===== config.mk =====
export PLATFORM = sky130hd
export DESIGN_NAME = radix4_digit_serializer
export DESIGN_NICKNAME = d
export VERILOG_FILES = /design/src/rtl/radix4_digit_serializer.sv
export SDC_FILE = /design/constraint.sdc
export NUM_CORES = 1
export LEC_CHECK = 0
export BUFFER_PORTS_ARGS = -buffer_cell sky130_fd_sc_hd__buf_2
export CORE_MARGIN = 2
export CORE_UTILIZATION = 54
export CTS_BUF_LIST = sky130_fd_sc_hd__clkbuf_8
export CTS_CLUSTER_SIZE = 10
export DETAILED_ROUTE_END_ITERATION = 8
export GPL_TIMING_DRIVEN = 1
export MAX_ROUTING_LAYER = met4
export PLACE_DENSITY_LB_ADDON = 0.05
export RECOVER_POWER = 100
export SYNTH_ARGS = -nofsm -noshare
export SYNTH_HDL_FRONTEND = slang
export SYNTH_SLANG_ARGS = --single-unit

===== constraint.sdc =====
create_clock -name clk -period 1.8 [get_ports clk]
set_input_delay 0.09 -clock clk [delete_from_list [all_inputs] [get_ports clk]]
set_output_delay 0.09 -clock clk [all_outputs]
set_load 0.02 [all_outputs]

===== src/rtl/radix4_digit_serializer.sv =====
// radix4_digit_serializer: Booth-recodes a parallel two's-complement operand into
// radix-4 signed digits {-2..2}, most-significant digit first, over a valid/enable handshake.
module radix4_digit_serializer #(
    parameter int no_of_digits = 4
) (
    input  logic                      clk,
    input  logic                      reset,
    input  logic                      start,
    input  logic [2*no_of_digits-1:0] x,
    input  logic                      en,
    output logic                      ready,
    output logic [2:0]                q,
    output logic                      q_valid,
    output logic                      last
);
    localparam int W  = 2*no_of_digits + 1;
    localparam int CW = (no_of_digits > 1) ? $clog2(no_of_digits) : 1;
    localparam logic [CW-1:0] CNT_MAX = CW'(no_of_digits - 1);

    typedef enum logic {IDLE, RUN} state_t;

    state_t        r_state, w_next;
    logic [W-1:0]  r_sr;
    logic [CW-1:0] r_cnt;
    logic [2:0]    w_digit;

    // Top three bits of the window give -2*b2 + b1 + b0 in 3-bit two's complement.
    assign w_digit = (r_sr[W-1] ? 3'b110 : 3'b000) + {2'b00, r_sr[W-2]} + {2'b00, r_sr[W-3]};

    always_ff @(posedge clk or negedge reset) begin
        if (!reset) begin
            r_state <= IDLE;
            r_sr    <= '0;
            r_cnt   <= '0;
        end else begin
            r_state <= w_next;
            if (start && ready) begin
                r_sr  <= {x, 1'b0};
                r_cnt <= CNT_MAX;
            end else if (q_valid && en) begin
                r_sr <= r_sr << 2;
                if (r_cnt != '0)
                    r_cnt <= r_cnt - CW'(1);
            end
        end
    end

    always_comb begin
        w_next  = r_state;
        q       = 3'b000;
        q_valid = 1'b0;
        last    = 1'b0;
        if (r_state == RUN) begin
            q       = w_digit;
            q_valid = 1'b1;
            last    = (r_cnt == '0);
            if (en && last)
                w_next = IDLE;
        end
        ready = (r_state == IDLE) || (last && en);
        if (start && ready)
            w_next = RUN;
    end
endmodule

# Word level (Yosys, flattened, before mapping)
# Cells that the tools add are included.
[op_classes]
add_sub_neg = 3
muxes = 12
n_reduce_logical = 10
n_bitwise = 1
[ops]
columns = ["operator", "count"]
rows = [
  ["$mux W9", 2],
  ["$add A3 B1 Y3", 2],
  ["$mux W2", 3],
  ["$mux W3", 2],
  ["$reduce_bool A2 Y1", 3],
  ["$mux W1", 5],
  ["$logic_and A1 B1 Y1", 4],
  ["$logic_not A2 Y1", 1],
  ["$reduce_and A2 Y1", 1],
  ["$sub A2 B1 Y2 const B", 1],
  ["$logic_or A1 B1 Y1", 1],
  ["$not A1 Y1", 1],
]
[totals]
in_bits = 12
out_inout_bits = 6
elab_cells = 29
ff_bits = 12

# Depth between registers and ports, before layout
[depth]
ltp_word = 7
mapped_depth = 6
ltp_nobuf = 5

# Worst setup path after synthesis
# OpenSTA, ideal clock, no wires.
[synth_path]
path_kind = "reg2out"
from = "register r_state"
to = "output port q[1]"
slack_ps = 488
required_ps = 1710
n_path_buf = 2
t_arrival_ps = 1222
stages_incl_launch_ff = 4
path_cell_list = "dfrtp_1 > buf_4 > buf_2 > nor2b_1"
[synth_via]
elab_chain_len = 1
[synth_lines]
columns = ["element", "line", "text"]
rows = [
  ["start, declared", "22", "state_t r_state, w_next;"],
  ["start signal, assigned", "36", "r_state <= w_next;"],
  ["$mux W3", "53", "if (r_state == RUN) begin"],
  ["end, declared", "12", "output logic [2:0] q,"],
]
# Every way passes these cells.

# Final worst setup path
[layout_path]
from = "register r_sr[6]"
to = "output port q[1]"
[layout_via]
elab_chain_len = 2
[layout_lines]
columns = ["element", "line", "text"]
rows = [
  ["start, declared", "23", "logic [W-1:0] r_sr;"],
  ["start signal, assigned", "38", "r_sr <= {x, 1'b0};"],
  ["start signal, assigned", "41", "r_sr <= r_sr << 2;"],
  ["$add A3 B1 Y3", "28", "assign w_digit = (r_sr[W-1] ? 3'b110 : 3'b000) + {2'b00, r_sr[W-2]} + {2'b00, r_sr[W-3]};"],
  ["$mux W3", "53", ""],
]
# Every way passes these cells.

==> results.cfg <==
[critical_path]
critPathTopFamily = adder cells
critPathMaxFanout = 4
start_kind = register
cp_common_cell = ha_1
critPathCaptureType = output port
path_class = reg -> out
rr_worst_depth = 4
crit_buf_inv = 2
r2r_start = r_state
slowest_stage = dfrtp_1
crit_required_ns = 1.71
crit_chain = ha_1 -> inv_1 -> ha_1 -> nor2b_1 -> clkbuf_1
cp.arrival_ns = 1.45
rrSetupSlack_ns = 0.32
regToRegEndpoint = r_sr[4]
max_stage_delay_ns = 0.40

[detailed_routing]
drt-initial-drc-count = 20
drt_wl_total_um = 1580
first_pass_iters = 4
viasPerCell = 5.63
vias = 619
postRouteAntennaNets = 0
wl_per_cell_um = 14.4
remaining_drc_errors = 0

[die]
start_util_pct = 58.3
die_height_um = 41.7
ioPinCount = 18
die_area_um2 = 1740
core_region_area_um2 = 1320
fp-row-count = 13
die_w_um = 41.7

[hold_path]
hold_depth = 3
min_path_type = in -> reg
min_to = r_sr[2]
holdCritStartpoint = x[1]

[sta]
fin_ws_ns = 0.262
max_slew_margin_pct = 58.7
slew_violations = 0
grt_setup_unrepaired = false
period_needed_ns = 1.54
fin_crit_sh_pct = 85.4
max_freq_mhz = 650
finalHoldViolCount = 0
skew_ns = 0.00419
finalSetupTns_ns = 0
setup_violations = 0
worst_pin_slew_ns = 0.619

[clocking]
cts_tree = built
cts_max_level = 1
clockBufferDepth = 2
cts.sinks = 11
cts_resized = 0
clk_latency_ns = 0.24
numCtsBuffers = 3
clk_pin_slew_ns = 0.05
cts_setup_buffers = 0
cts_root_buffer = clkbuf_8

[layout]
areaGrowthSynthToFinish_pct = 15.6
layout.nets = 111
drive_above_1_share_pct = 24.2
diodes = 0
layout_common_cells = buf_2, dfrtp_1, nand2b_1, mux2i_1, inv_1
fillers = 118
layout_commonest_cell = buf_2
utilization_pct = 67.4
stdcell_area_um2 = 888
fin_cells = 110

[placed_design]
dpl-instance-area_um2 = 842
dp_cells = 105
gp_congestion = 0.700
pre_cts_ws_ns = 0.428
dpl.hpwl_um = 1100
io_buffers = 17

[job]
cap_viol_max_count = 0

[pwr]
p_per_area_nw_per_um2 = 1480
irDropWorstVdd_mv = 0.985
p_leak_nw = 0.449

[global_routing]
overflow = 0
grt_pass1_vias = 601
grtUsageTotal_pct = 21.5
grt_max_degree = 25
antenna_found_initial = 0
grt_pass1_wl_um = 2730

[synthesis]
yosysSeqAreaShare_pct = 35.8
synth_fp_nets = 93
synthCells = 78
yosysUniqueCellTypes = 24
syn_area_per_cell_um2 = 9.85
synth_seq_cells = 11
netlist_area_um2 = 768
synth_warnings = 0

[outcome]
status = completed
## final cells by class
type	count	area [um2]	share of cell area, %
multi-input cells	55	433	48.7
flip-flops and latches	11	275	31.0
repair buffers	19	93.8	10.6
clock buffers	3	41.3	4.65
inverters	6	22.5	2.54
well taps	15	18.8	2.11
clock inverters	1	3.75	0.423
## worst reg2reg max path: stages (launching register included)
cell and delay (ns):
dfrtp_1 0.32, clkbuf_2 0.37, nand2b_1 0.33, o22ai_1 0.26, a21oi_1 0.06
## state kept, by name, indices dropped and copies added, names as in the netlist
| register | flops |
|---|---|
| r_sr | 8 |
| r_state | 1 |
| r_cnt | 2 |
## worst max-delay path by stage
stage	from	cells after the start	slack (ns)	to
after CTS	r_sr[6]	5	0.32	q[1]
after global placement	r_cnt[0]	5	0.50	r_sr[8]
final	r_sr[6]	5	0.26	q[1]
after floorplan	r_state	3	0.49	q[1]
after detailed placement	r_cnt[0]	5	0.43	r_sr[6]
after global routing	r_sr[6]	5	0.15	q[1]
## what timing repair did
action | 4_1_cts | 5_1_grt
hold buffers | 1 | 0
hold endpoints to repair | 11 | 0
endpoints found under the setup margin | 0 | 0
## power by group
part           internal, mW  leakage [nW]  total [mW]  switching [mW]
clock                 0.150        0.0269       0.245          0.0950
combinational         0.298         0.295       0.654           0.356
sequential            0.340         0.127       0.414          0.0736
## cells in the mapped netlist
cell / instances / area share (%)
mux2_4: 3 / 5.9
mux2i_1: 8 / 10
nand2b_1: 8 / 6.5
o21ai_0: 2 / 1.3
clkbuf_2: 1 / 0.65
nand4_1: 2 / 1.6
a21o_1: 1 / 0.98
inv_1: 6 / 2.9
a2bb2oi_1: 2 / 2.3
mux2_2: 3 / 4.4
o221ai_1: 2 / 2.3
nand2_1: 2 / 0.98
dfrtp_1: 11 / 36
clkbuf_1: 1 / 0.49
nor2b_1: 1 / 0.81
o22ai_1: 6 / 4.9
buf_2: 2 / 1.3
and2_1: 3 / 2.4
a21oi_1: 6 / 3.9
ha_1: 3 / 4.9
buf_4: 1 / 0.98
buf_6: 1 / 1.5
nand3b_1: 2 / 2.0
nand2_2: 1 / 0.81
## layer usage
| metal | vias to the layer above | track usage, % | wire [um] |
|---|---|---|---|
| li1 | 311 | - | - |
| met1 | 292 | 26.6 | 735 |
| met2 | 14 | 32.2 | 763 |
| met3 | 2 | 7.83 | 68 |
| met4 | 0 | 7.74 | 12 |
| met5 | - | - | 0 |
## cells by family after synthesis
family | share of synthesized area (%)
adders and majority gates | 4.89
buffers and inverters | 7.82
and+or+nand+nor | 15.1
DFF | 35.8
muxes | 20.7
AOI/OAI and AO/OA | 15.6
## through the flow
| step | total power, mW | hold WS [ns] |
|---|---|---|
| after global routing | 1.43 | 0.155 |
| after global placement | 1.06 | -0.0222 |
| after CTS | 1.34 | 0.132 |
| final | 1.31 | 0.133 |
| after floorplan | 0.916 | -0.206 |
| after detailed placement | 1.09 | -0.0269 |
No activity file was read; power rests on OpenSTA's default activity.
